===== config.mk =====
export PLATFORM = sky130hd
export DESIGN_NAME = twiddle_cmul_3
export DESIGN_NICKNAME = d
export VERILOG_FILES = /design/src/rtl/fft3_pkg.sv /design/src/rtl/sm16_to_tc17.sv /design/src/rtl/twiddle_cmul_3.sv
export SDC_FILE = /design/constraint.sdc
export NUM_CORES = 1
export LEC_CHECK = 0
export ABC_AREA = 1
export CORE_ASPECT_RATIO = 0.7
export CORE_UTILIZATION = 60
export DETAILED_ROUTE_END_ITERATION = 16
export PLACE_DENSITY = 0.95
export SLEW_MARGIN = 30
export SYNTH_ARGS = -nofsm -noshare
export SYNTH_HDL_FRONTEND = slang
export SYNTH_SLANG_ARGS = --single-unit

===== constraint.sdc =====
create_clock -name clk -period 5.85 [get_ports clk]
set_input_delay 1.17 -clock clk [delete_from_list [all_inputs] [get_ports clk]]
set_output_delay 1.17 -clock clk [all_outputs]
set_load 0.01 [all_outputs]

===== src/rtl/fft3_pkg.sv =====
// Widths, sequencer states and operand-pair selects shared by the
// FFT stage-3 twiddle multiplier sequencer.
package fft3_pkg;

  localparam int SM_W   = 9;
  localparam int MAG_W  = 8;
  localparam int PROD_W = 17;
  localparam int OUT_W  = 18;
  localparam int UMAG_W = 2 * MAG_W;

  typedef enum logic [2:0] {
    IDLE,
    ISSUE,
    REL,
    SUM,
    DONE
  } state_t;

  // Product index k selects which operand pair feeds the multiplier.
  localparam logic [1:0] SEL_RR = 2'd0;
  localparam logic [1:0] SEL_II = 2'd1;
  localparam logic [1:0] SEL_RI = 2'd2;
  localparam logic [1:0] SEL_IR = 2'd3;

  typedef struct packed {
    logic [SM_W-1:0] a_re;
    logic [SM_W-1:0] a_im;
    logic [SM_W-1:0] w_re;
    logic [SM_W-1:0] w_im;
  } cops_t;

  function automatic logic [SM_W-1:0] pick_a(
    input cops_t      c,
    input logic [1:0] k
  );
    logic [SM_W-1:0] r;
    unique case (1'b1)
      (k == SEL_RR), (k == SEL_RI): r = c.a_re;
      default:                      r = c.a_im;
    endcase
    return r;
  endfunction

  function automatic logic [SM_W-1:0] pick_b(
    input cops_t      c,
    input logic [1:0] k
  );
    logic [SM_W-1:0] r;
    unique case (1'b1)
      (k == SEL_RR), (k == SEL_IR): r = c.w_re;
      default:                      r = c.w_im;
    endcase
    return r;
  endfunction

endpackage


===== src/rtl/sm16_to_tc17.sv =====
// Sign plus 16-bit magnitude to 17-bit two's complement.
// A zero magnitude always maps to +0.
module sm16_to_tc17
  import fft3_pkg::*;
(
  input  logic              sign,
  input  logic [UMAG_W-1:0] mag,
  output logic [PROD_W-1:0] tc
);

  logic [PROD_W-1:0] ext;
  logic              neg;

  assign ext = {1'b0, mag};
  assign neg = sign && (mag != '0);
  assign tc  = neg ? (~ext + PROD_W'(1)) : ext;

endmodule


===== src/rtl/twiddle_cmul_3.sv =====
// Stage-3 twiddle sequencer: four real products through the shared
// magnitude multiplier, combined into an 18-bit complex result.
module twiddle_cmul_3
  import fft3_pkg::*;
#(
  parameter int RDY_TIMEOUT = 64
) (
  input  logic              clk,
  input  logic              rst,
  input  logic              in_valid,
  output logic              in_ready,
  input  logic [SM_W-1:0]   a_re,
  input  logic [SM_W-1:0]   a_im,
  input  logic [SM_W-1:0]   w_re,
  input  logic [SM_W-1:0]   w_im,
  output logic              mul_en,
  output logic [SM_W-1:0]   mul_a,
  output logic [SM_W-1:0]   mul_b,
  input  logic [PROD_W-1:0] mul_prdct,
  input  logic              mul_rdy,
  output logic              out_valid,
  input  logic              out_ready,
  output logic [OUT_W-1:0]  out_re,
  output logic [OUT_W-1:0]  out_im,
  output logic              err
);

  localparam int CNT_W = $clog2(RDY_TIMEOUT + 1);
  localparam logic [CNT_W-1:0] CNT_LAST =
    CNT_W'(RDY_TIMEOUT - 1);

  state_t                 state_q;
  state_t                 state_d;
  cops_t                  ops_q;
  logic [1:0]             k_q;
  logic [CNT_W-1:0]       cnt_q;
  logic [3:0][PROD_W-1:0] p_q;

  logic [SM_W-1:0]   sel_a;
  logic [SM_W-1:0]   sel_b;
  logic              prod_sign;
  logic [PROD_W-1:0] p_tc;
  logic              in_issue;
  logic              hit;
  logic              tmo;
  logic [OUT_W-1:0]  re_sum;
  logic [OUT_W-1:0]  im_sum;
  logic              prdct_unused;

  // Product sign is rebuilt from the operands; the multiplier's
  // own sign bit is not trusted.
  assign prdct_unused = mul_prdct[PROD_W-1];

  assign sel_a     = pick_a(ops_q, k_q);
  assign sel_b     = pick_b(ops_q, k_q);
  assign prod_sign = sel_a[SM_W-1] ^ sel_b[SM_W-1];

  assign in_issue = (state_q == ISSUE);
  assign hit      = in_issue && mul_rdy;
  assign tmo      = in_issue && !mul_rdy
                    && (cnt_q == CNT_LAST);

  sm16_to_tc17 u_conv (
    .sign (prod_sign),
    .mag  (mul_prdct[UMAG_W-1:0]),
    .tc   (p_tc)
  );

  assign re_sum = {p_q[SEL_RR][PROD_W-1], p_q[SEL_RR]}
                - {p_q[SEL_II][PROD_W-1], p_q[SEL_II]};
  assign im_sum = {p_q[SEL_RI][PROD_W-1], p_q[SEL_RI]}
                + {p_q[SEL_IR][PROD_W-1], p_q[SEL_IR]};

  always_ff @(posedge clk) begin
    if (rst) begin
      state_q <= IDLE;
    end else begin
      state_q <= state_d;
    end
  end

  always_comb begin
    state_d   = state_q;
    in_ready  = 1'b0;
    mul_en    = 1'b0;
    mul_a     = '0;
    mul_b     = '0;
    out_valid = 1'b0;
    unique case (state_q)
      IDLE: begin
        in_ready = 1'b1;
        if (in_valid) state_d = ISSUE;
      end
      ISSUE: begin
        mul_en = 1'b1;
        mul_a  = sel_a;
        mul_b  = sel_b;
        if (hit)      state_d = REL;
        else if (tmo) state_d = IDLE;
      end
      REL: begin
        state_d = (k_q == SEL_IR) ? SUM : ISSUE;
      end
      SUM: begin
        state_d = DONE;
      end
      DONE: begin
        out_valid = 1'b1;
        if (out_ready) state_d = IDLE;
      end
      default: state_d = IDLE;
    endcase
  end

  always_ff @(posedge clk) begin
    if (rst) begin
      ops_q  <= '0;
      k_q    <= '0;
      cnt_q  <= '0;
      p_q    <= '0;
      out_re <= '0;
      out_im <= '0;
      err    <= 1'b0;
    end else begin
      err <= tmo;
      unique case (state_q)
        IDLE: begin
          if (in_valid) begin
            ops_q <= {a_re, a_im, w_re, w_im};
            k_q   <= '0;
            cnt_q <= '0;
          end
        end
        ISSUE: begin
          if (hit) p_q[k_q] <= p_tc;
          if (hit || tmo) cnt_q <= '0;
          else            cnt_q <= cnt_q + 1'b1;
        end
        REL: begin
          if (k_q != SEL_IR) k_q <= k_q + 1'b1;
        end
        SUM: begin
          out_re <= re_sum;
          out_im <= im_sum;
        end
        default: ;
      endcase
    end
  end

endmodule


### Word level (Yosys, flattened, before mapping)

Cells that the tools add are included.
Widths: inputs -> output; s select.

* bits of input ports: 58
* flip-flop bits (word level): 153
* output and inout port bits: 58
* word-level logic and storage cells: 77

* bitwise operators: 2
* mux-type cells: 23
* order comparisons: 2
* reductions and logical operators: 19
* add/sub/neg operators: 5
* equality and inequality tests: 12

Operators by type and width (count)
* $bwmux 68: 1
* $mux 9: 4
* $demux 17 s2: 1
* $mux 17: 2
* $add 17x17->18: 1
* $sub 17x17->18: 1
* $add 17x1->17 const B: 1
* $not 16->17: 1
* $reduce_bool 16->1: 1
* $pmux 3 s5: 1
* $mux 7: 2
* $pmux 7 s2: 1
* $mux 3: 4
* $ne 2x2->1 const B: 4
* $add 7x1->7 const B: 1
* $eq 7x6->1 const B: 1
* $eq 3x2->1 const B: 2
* $mux 2: 3
* $reduce_and 2->1: 3
* $reduce_and 3->1: 2
* $logic_and 1x1->1: 5
* $eq 2x2->1 const B: 2
* $pmux 2 s2: 1
* $reduce_bool 2->1: 2
* other kinds (13): 16

### Longest topological paths before layout

Gate-level depths: netlist of run 1.

* word-level depth: 7
* gate-level depth with buffers: 14
* gate-level depth less buffers: 14

### Modules after synthesis

From an unflattened synthesis of run 1, not the netlist that was laid out.

* cell total of the unflattened synthesis: 1263
* area, all modules: 8550.7 um^2

By module, submodules not included
* twiddle_cmul_3: seq. area each 3062.9 um^2, cells each 1137, area an instance 7945.1 um^2, times used 1
* sm16_to_tc17: seq. area each 0.0 um^2, cells each 126, area an instance 605.6 um^2, times used 1

### Worst setup path after synthesis of run 1

Ideal clock, no wire load.

* path kind: register -> output
* from: reg k_q[0]
* to: out mul_b[0]
* arrival time: 1.857 ns
* cell stages (with the launch flop): 9
* setup slack: 2.823 ns
* cell sequence: dfxtp_1 > clkbuf_1 > inv_1 > clkbuf_1 > ha_1 > buf_1 > inv_1 > nand2_1 > a21oi_1

* cells in the longest elaborated chain, start to end: 4
* elaborated cells on any way between the ends: 5

Ends and longest elaborated chain
* start: declaration: RTL line twiddle_cmul_3.sv:35 `logic [1:0] k_q;`
* start signal: assignment: RTL line twiddle_cmul_3.sv:140 `if (k_q != SEL_IR) k_q <= k_q + 1'b1;`
* $eq 2x2->1 or $logic_not 2->1 (tied branches): RTL line fft3_pkg.sv:50 `(k == SEL_RR), (k == SEL_IR): r = c.w_re;`
* $reduce_or 2->1 *: RTL line fft3_pkg.sv:49 `unique case (1'b1)`
* $mux 9 *: RTL line fft3_pkg.sv:49
* $mux 9 *: RTL line twiddle_cmul_3.sv:89 `unique case (state_q)`
* end: declaration: RTL line twiddle_cmul_3.sv:18 `output logic [SM_W-1:0] mul_b,`

Every way passes the cells marked *; elsewhere a longest branch is shown, timed or not.

### Worst setup path in the final report of run 1

* from: reg k_q[0]
* to: out mul_b[6]

The elaborated chain is that of the path after synthesis.

==> results by stage, run 1 <==
Synth:
- The largest total area in the synthesized netlist belongs to sky130_fd_sc_hd__dfxtp_1.
- The register bit total from synthesis is 153.
- The total nets after synthesis is 1423.
- Of all flip-flops after synthesis, the portion carrying an async set or reset was 0%.
- The area fraction of the dominant cell type after synthesis is 35.1%.
- In the synthesized netlist, the number of instances is 1323.
- The proportion of synthesized chip area in sequential cells is 35.1%.
- The count of warnings emitted by yosys is 0.
- The number of different library cells used by synthesis comes to 37.
- The primary flip-flop cell chosen by synthesis mapping is sky130_fd_sc_hd__dfxtp_1.
- The number of enable flip-flop cells after synthesis is 0.
- The average instance in the mapped netlist occupies 6.59 sq um.
- Summing every instance area after synthesis gives 8720 sq um.
- Ranked by total cell area, the synthesized netlist is headed by sky130_fd_sc_hd__dfxtp_1, sky130_fd_sc_hd__nand2_1, sky130_fd_sc_hd__inv_1, sky130_fd_sc_hd__nor2_1, sky130_fd_sc_hd__nand3_1.

CTS:
- The number of buffers added for setup after CTS is 0.
- Hold repair after CTS inserted 0 buffers.
- For this design, the sink count on the clock tree is 153.
- The clock tree root driver cell is sky130_fd_sc_hd__clkbuf_16.
- The count of H-tree levels built during CTS is 4.
- The maximum count of clock buffers along a single path is 2.
- The clock buffer count from CTS is 17.
- For the worst-skew pair, the clock arrives at the later sink with an insertion delay of 0.43 ns.
- The quantity of gates resized following cts is 0.
- TritonCTS built the clock tree.
- The clock transition time at the flip-flop clock pins of the worst setup and hold paths is 0.07 ns.

Floorplanning:
- The die boundary width is 146 um.
- The die covers 15000 sq um.
- 116 I/O pins were placed.
- In this run the core area contains 36 standard-cell rows.
- From bottom edge to top edge, the die measures 103 um.
- The initial cell density of the core is 62.1%.
- The area of the core region is 14100 sq um.

Power:
- The power per cell area is 270 nW/um^2.
- The maximum VDD drop is 218 uV.
- The static leakage is 5.13 nW.

Finish:
- In the final design database the tool counted 1513 nets.
- The number of diodes is 0.
- The layout overhead on the synthesized area is 20.8%.
- The layout has 1019 filler cells.
- The post-route netlist has 4.35% of its cells at a drive strength greater than 1.
- After the flow finishes, the layout carries non-filler instances totaling 1616.

Job:
- The number of violations of the max-capacitance limit is 0.

Placement:
- The number of buffers inserted by port buffering is 114.
- In this run, placement finished with an instance count of 1584.
- Detailed placement ended at an HPWL of 17100 um.
- The weighted congestion at the end of routability-driven global placement is 0.963.

Critical path:
- The required time of the worst setup path is 4.68 ns.
- The kind of cell adding the most delay to the critical path is buffers and inverters.
- The launching element type of the critical path is a flop.
- For the worst setup path, the data arrival time is 3.12 ns.
- The number of buffers and inverters on the critical path is 3.
- The critical path goes through inv_1 > ha_1 > inv_1 > nand2_1 > a21oi_1 > clkdlybuf4s50_1.
- The worst setup path is of the reg -> out kind.
- The category of the worst setup path capture point is an output pin.
- In this design, the stage delay of the slowest critical-path cell is 0.60 ns.
- The slowest cell on the critical path is sky130_fd_sc_hd__dfxtp_1.
- The maximum fanout encountered on the critical timing path is 12.
- The cell repeated most along the worst path is sky130_fd_sc_hd__inv_1.

Global route:
- The total congestion overflow is 0.
- The number of global-route vias before repair came to 7880.
- The first global-routing pass estimated 38800 um of wire.
- Across every metal layer, demand over resource in global routing totals 32.6%.
- The maximum number of pins on one net before global-route repair is 64.
- The number of antenna violations at the first check in global routing is 0.

Timing:
- The worst relative slew slack is 42.2%.
- The final worst clock skew is 0.0111 ns.
- The slew at the pin closest to its max-slew limit is 0.864 ns.
- The total setup violations reported at the end of the flow is 0.
- The final period utilization is 73.4%.
- After routing, the total negative slack on setup checks comes to 0 ns.
- Based on the critical path, the design can be clocked at up to 233 MHz.
- The final hold violation count is 0.
- The worst path in the final design needs a cycle of 4.29 ns, including I/O delays and setup.
- The count of pins over their slew limit is 0.
- Setup repair after global routing left no endpoint under its margin.

Route:
- Wires add up to 24800 um.
- The count of unresolved DRC violations after routing is 0.
- The number of antenna-violating nets in the routed design is 0.
- The final route contains 9121 vias.
- The violation count after the first detailed-route iteration is 1211.
- After detailed routing, the number of vias per cell comes to 5.64.
- For this run, the detailed router's first-pass iteration total came to 7.
- The detailed-route wire length per cell is 15.3 um.

Outcome:
- The flow ran to the end, and the final reports show no timing, DRC or antenna violations.

Worst hold path:
- The worst hold-check path type is reg -> reg.
## final cells by class
class / count / area (sq um) / area share [%]
Clock inverter: 15 / 190 / 1.80
Tap cell: 190 / 238 / 2.26
Timing Repair Buffer: 118 / 1170 / 11.1
Multi-Input combinational cell: 921 / 4700 / 44.6
Sequential cell: 153 / 3060 / 29.1
Inverter: 202 / 759 / 7.21
Clock buffer: 17 / 425 / 4.04
## cells by family after synthesis
group | count (synthesis) | synth area share (%)
AO/OA/AOI/OAI | 217 | 14.0
XOR/XNOR | 25 | 2.73
adder cells (fa/ha/maj) | 42 | 6.20
buffers and inverters | 249 | 11.1
flip-flops | 153 | 35.1
AND/OR/NAND/NOR | 637 | 30.8
## path summary, 6_finish.rpt
check	from	cells after the start	slack (ns)	end
setup / recovery	k_q[0]$_SDFFE_PP0P_	6	1.56	mul_b[6]
hold / removal	ops_q[26]$_SDFFE_PP0P_	2	0.45	ops_q[26]$_SDFFE_PP0P_
setup reg to reg	state_q[2]$_SDFFE_PP0P_	7	2.69	p_q[33]$_SDFFE_PP0P_
hold reg to reg	ops_q[26]$_SDFFE_PP0P_	2	0.45	ops_q[26]$_SDFFE_PP0P_
## registers in the layout (all words and copies together) (netlist names)
signal,count
cnt_q,7
state_q,3
out_im,18
err,1
out_re,18
ops_q,36
k_q,2
p_q,68
## stage by stage
stage               hold WS [ns]  area, sq um  util, %  setup WS, ns  power [W]
finish                     0.452        10500     75.0          1.56    0.00284
global route               0.467        10500     75.0          1.38    0.00295
CTS                        0.450        10500     75.0          1.61    0.00282
detailed placement         0.437         9920     70.6          2.11    0.00168
global placement           0.432         9920     70.6          2.24    0.00167
floorplan                  0.423         8720        -          2.82    0.00151
## cells in the final DEF (no fill, tap or decap), types with 7 or more instances in the layout
cell type                         synthesis  final
sky130_fd_sc_hd__nand2_1                289    289
sky130_fd_sc_hd__inv_1                  198    194
sky130_fd_sc_hd__nor2_1                 183    183
sky130_fd_sc_hd__dfxtp_1                153    153
sky130_fd_sc_hd__nand3_1                126    126
sky130_fd_sc_hd__clkdlybuf4s50_1          0    113
sky130_fd_sc_hd__a21oi_1                 86     86
sky130_fd_sc_hd__o21ai_0                 75     75
sky130_fd_sc_hd__o21a_1                  44     44
sky130_fd_sc_hd__ha_1                    40     40
sky130_fd_sc_hd__xor2_1                  18     18
sky130_fd_sc_hd__clkbuf_16                0     17
sky130_fd_sc_hd__nor3_1                  10     10
sky130_fd_sc_hd__nand4_1                  8      8
sky130_fd_sc_hd__nand2_4                  7      7
## cells in the mapped netlist, types with 2 or more instances
cell	n
sky130_fd_sc_hd__o21ai_2	2
sky130_fd_sc_hd__clkbuf_1	25
sky130_fd_sc_hd__o21bai_1	2
sky130_fd_sc_hd__nand3_1	126
sky130_fd_sc_hd__a21oi_1	86
sky130_fd_sc_hd__inv_2	3
sky130_fd_sc_hd__buf_1	6
sky130_fd_sc_hd__nor2_2	3
sky130_fd_sc_hd__nand4_1	8
sky130_fd_sc_hd__and2_1	3
sky130_fd_sc_hd__nand2_4	7
sky130_fd_sc_hd__nand2_1	289
sky130_fd_sc_hd__nand3b_1	3
sky130_fd_sc_hd__ha_1	40
sky130_fd_sc_hd__buf_2	13
sky130_fd_sc_hd__fa_1	2
sky130_fd_sc_hd__nor2_4	2
sky130_fd_sc_hd__xnor2_1	6
sky130_fd_sc_hd__inv_1	198
sky130_fd_sc_hd__buf_4	2
sky130_fd_sc_hd__nor2_1	183
sky130_fd_sc_hd__a211oi_1	2
sky130_fd_sc_hd__nor3_1	10
sky130_fd_sc_hd__o211ai_1	3
sky130_fd_sc_hd__o21ai_0	75
sky130_fd_sc_hd__o21a_1	44
sky130_fd_sc_hd__dfxtp_1	153
sky130_fd_sc_hd__xor2_1	18
## metal layers
metal  vias to the layer above  share of wire (%)  global-route usage, %
met1                      4104                 44                   46.0
met2                       573                 42                   49.2
li1                       4363                  -                      -
met4                         0                2.2                   9.38
met3                        81                 12                   8.45
met5                         -                  0                      0
## tightest hold or removal path, cell delays in order, from the launching register on
cell,delay (ns)
sky130_fd_sc_hd__dfxtp_1,0.31
sky130_fd_sc_hd__inv_2,0.05
sky130_fd_sc_hd__a21oi_1,0.05
## where the power goes
group          leakage, nW  total, W  internal, W  switching [W]
combinational         3.59  0.000573     0.000200       0.000373
clock                0.298   0.00115     0.000681       0.000473
sequential            1.24   0.00112      0.00109      0.0000285
(Power assumes the default switching activity.)
==> run 2, diff against run 1 <==
--- a/config.mk
+++ b/config.mk
@@ -7,9 +7,9 @@
 export LEC_CHECK = 0
 export ABC_AREA = 1
 export CORE_ASPECT_RATIO = 0.7
-export CORE_UTILIZATION = 60
+export CORE_UTILIZATION = 51
 export DETAILED_ROUTE_END_ITERATION = 16
-export PLACE_DENSITY = 0.95
+export PLACE_DENSITY = 0.88
 export SLEW_MARGIN = 30
 export SYNTH_ARGS = -nofsm -noshare
 export SYNTH_HDL_FRONTEND = slang
==> constraint.sdc (replaced) <==
create_clock -name clk -period 3.8 [get_ports clk]
set_input_delay 0.76 -clock clk [delete_from_list [all_inputs] [get_ports clk]]
set_output_delay 0.76 -clock clk [all_outputs]
set_load 0.01 [all_outputs]
==> results by stage, run 2 (synthesized netlist as in run 1, its figures left out) <==
Timing:
- The final worst clock skew came to 0.00922 ns (-0.00184 ns).
- The slew at the pin closest to its max-slew limit came to 0.808 ns (-0.0566 ns).
- The total setup violations reported at the end of the flow is 0 (unchanged).
- The maximum achievable frequency is 280 MHz.
- Setup repair after global routing left no endpoint under its margin.
- The count of pins over their slew limit is 0 (unchanged).
- The final hold violation count is 0 (unchanged).
- The final period utilization is 94.0%.
- The sum of negative setup slack came to 0 ns (unchanged).
- The worst relative slew slack is 46.0% (+3.8 points).
- The smallest clock period supported by the final layout is computed as 3.57 ns.

Critical path:
- The depth of the worst register-to-register path came to 10 (+3).
- The launching element type of the critical path is a flop.
- STA classifies the critical path endpoint as an output pin.
- The category of the most critical setup path is reg -> out.
- The required time of the worst setup path is 3.04 ns (-1.64 ns).
- The data arrival time at the worst-slack endpoint came to 2.81 ns (-0.31 ns).
- The maximum fanout encountered on the critical timing path is 12 (unchanged).

Route:
- The number of detailed-route iterations in the first pass came to 6 (-1).
- The wire length after detailed routing is 23800 um (-3.9%).
- The number of antenna-violating nets in the routed design is 0 (unchanged).
- The total number of vias was 8795 (-3.6%).
- The count of unresolved DRC violations after routing is 0 (unchanged).
- The detailed-route wire length per cell is 14.4 um (-6.2%).
- The detailed-route vias per instance was 5.31 (-5.9%).
- The violation count after the first detailed-route iteration came to 1040 (-14%).

Worst hold path:
- The worst hold path cell count is 2 (unchanged).
- The worst hold-check path type is reg -> reg.

Power:
- The maximum VDD drop came to 251 uV (+15%).
- The static leakage is 5.14 nW (+0.22%).
- The power per cell area was 405 nW/um^2 (+50%).

Finish:
- The register name with the most flops is p_q.
- The count of placed standard cells in the final layout, fillers left out is 1656 (+2.5%).
- The share of layout cells above drive strength 1 came to 4.47% (+0.12 points).
- The final-stage net count came to 1518 (+0.33%).
- The layout overhead on the synthesized area is 21.6%.
- In the layout the commonest cells are sky130_fd_sc_hd__nand2_1, sky130_fd_sc_hd__inv_1, sky130_fd_sc_hd__nor2_1.
- Leaving out fill and tap cells, the most frequent cell in the layout is sky130_fd_sc_hd__nand2_1.
- The end-of-flow core utilization was 64.3% (-11 points).
- The number of diodes is 0 (unchanged).
- In the final layout, the registers with the most flip-flops are p_q (68), ops_q (36).
- The number of flip-flops under the largest register name is 68 (unchanged).

Floorplanning:
- The area of the core region is 16500 sq um (+17%).
- The number of top-level pins was 116 (unchanged).
- The die boundary width came to 158 um (+8.4%).
- The die outline height was 111 um (+8.3%).
- The site row count is 39 (+8.3%).
- The initial cell density of the core is 52.9% (-9.2 points).
- The die outline area is 17600 sq um (+17%).

Global route:
- The global-route met3 utilization is 8.80% (+0.35 points).
- The maximum number of pins on one net before global-route repair is 88 (+38%).
- The number of global-route vias before repair was 8058 (+2.3%).
- The global-route usage over all layers is 28.1% (-4.5 points).
- The total congestion overflow came to 0 (unchanged).
- The wire length of the first global-routing pass came to 39100 um (+0.86%).
- The number of antenna violations at the first check in global routing was 0 (unchanged).
- The met1 usage in global routing is 40.2% (-5.7 points).
- The most utilized layer in the global route result is met1.
- The met2 global-route usage is 39.8% (-9.3 points).

Placement:
- The weighted congestion at the end of routability-driven global placement is 0.965 (+0.17%).
- The number of buffers inserted by port buffering is 114 (unchanged).
- The estimated wirelength of the detail-placed design is 17200 um (+0.69%).
- The cell count after placement was 1624 (+2.5%).

CTS:
- The clock tree from TritonCTS is yes.
- The clock latency on the worst-skew pair is 0.43 ns (about the same).
- The clock transition time at the flip-flop clock pins of the worst setup and hold paths is 0.07 ns (about the same).
- The quantity of gates resized following cts was 0 (unchanged).
- Clock tree synthesis selected as its root buffer the cell sky130_fd_sc_hd__clkbuf_16.
- The maximum count of clock buffers along a single path came to 2 (unchanged).
- The count of H-tree levels built during CTS was 4 (unchanged).
- The number of buffers added for setup after CTS is 0 (unchanged).
- The number of sinks driven by the clock tree was 153 (unchanged).
- The clock buffer count from CTS was 17 (unchanged).
- The number of hold buffers added after CTS is 0 (unchanged).

Job:
- The number of violations of the max-capacitance limit is 0 (unchanged).

Outcome:
- The run finished with clean final reports.
## run 2: cell count changes in the layout (fill, tap and decap cells not counted), moves of 2 or more
cell and change:
sky130_fd_sc_hd__buf_4 +4, sky130_fd_sc_hd__clkinv_4 -2, sky130_fd_sc_hd__clkbuf_1 +2, sky130_fd_sc_hd__clkinvlp_4 +2
sky130_fd_sc_hd__inv_1 +2, sky130_fd_sc_hd__inv_8 -2, sky130_fd_sc_hd__clkinv_2 -2
## run 2: layout make-up
class | count | area, sq um
fillers | 1482 | 5890
clock inverters | 12 | 139
multi-input cells | 921 | 4700
inverters | 202 | 758
flip-flops and latches | 153 | 3060
well taps | 225 | 282
repair buffers | 123 | 1220
clock buffers | 20 | 447
## run 2: where the power goes
group	switching [W]	internal (W)	leakage (nW)
registers	0.0000419	0.00168	1.24
clock network	0.000706	0.000992	0.274
logic	0.000569	0.000312	3.62
## run 2: final timing paths
kind | startpoint | end | slack (ns)
worst max-delay path | k_q[0]$_SDFFE_PP0P_ | mul_b[0] | 0.23
worst min register to register | ops_q[26]$_SDFFE_PP0P_ | ops_q[26]$_SDFFE_PP0P_ | 0.46
worst min-delay path | ops_q[26]$_SDFFE_PP0P_ | ops_q[26]$_SDFFE_PP0P_ | 0.46
worst max register to register | k_q[0]$_SDFFE_PP0P_ | p_q[3]$_SDFFE_PP0P_ | 0.87
## run 2: stage by stage
| stage | area (sq um) | worst slack, ns | total power, W | hold WS [ns] |
|---|---|---|---|---|
| 6_report | 10600 | 0.227 | 0.00430 | 0.459 |
| 5_1_grt | 10600 | 0.0776 | 0.00447 | 0.490 |
| 3_3_place_gp | 10000 | 0.685 | 0.00257 | 0.432 |
| 4_1_cts | 10600 | 0.125 | 0.00427 | 0.462 |
| 2_1_floorplan | 8720 | 1.18 | 0.00232 | 0.423 |
| 3_5_place_dp | 10000 | 0.601 | 0.00260 | 0.442 |
## run 2: worst max-delay path, stage by stage, from the launching register on
cell and delay (ns):
sky130_fd_sc_hd__dfxtp_1 0.55, sky130_fd_sc_hd__inv_1 0.29, sky130_fd_sc_hd__ha_2 0.46, sky130_fd_sc_hd__inv_1 0.25
sky130_fd_sc_hd__nand2_1 0.09, sky130_fd_sc_hd__a21oi_1 0.14, sky130_fd_sc_hd__clkdlybuf4s50_1 0.59
## run 2: metal layers
metal  vias to the layer above  wire length (um)
met5                         -                 0
met4                         0               381
met3                        42              2620
met2                       409              9630
met1                      3972             11200
li1                       4372                 -
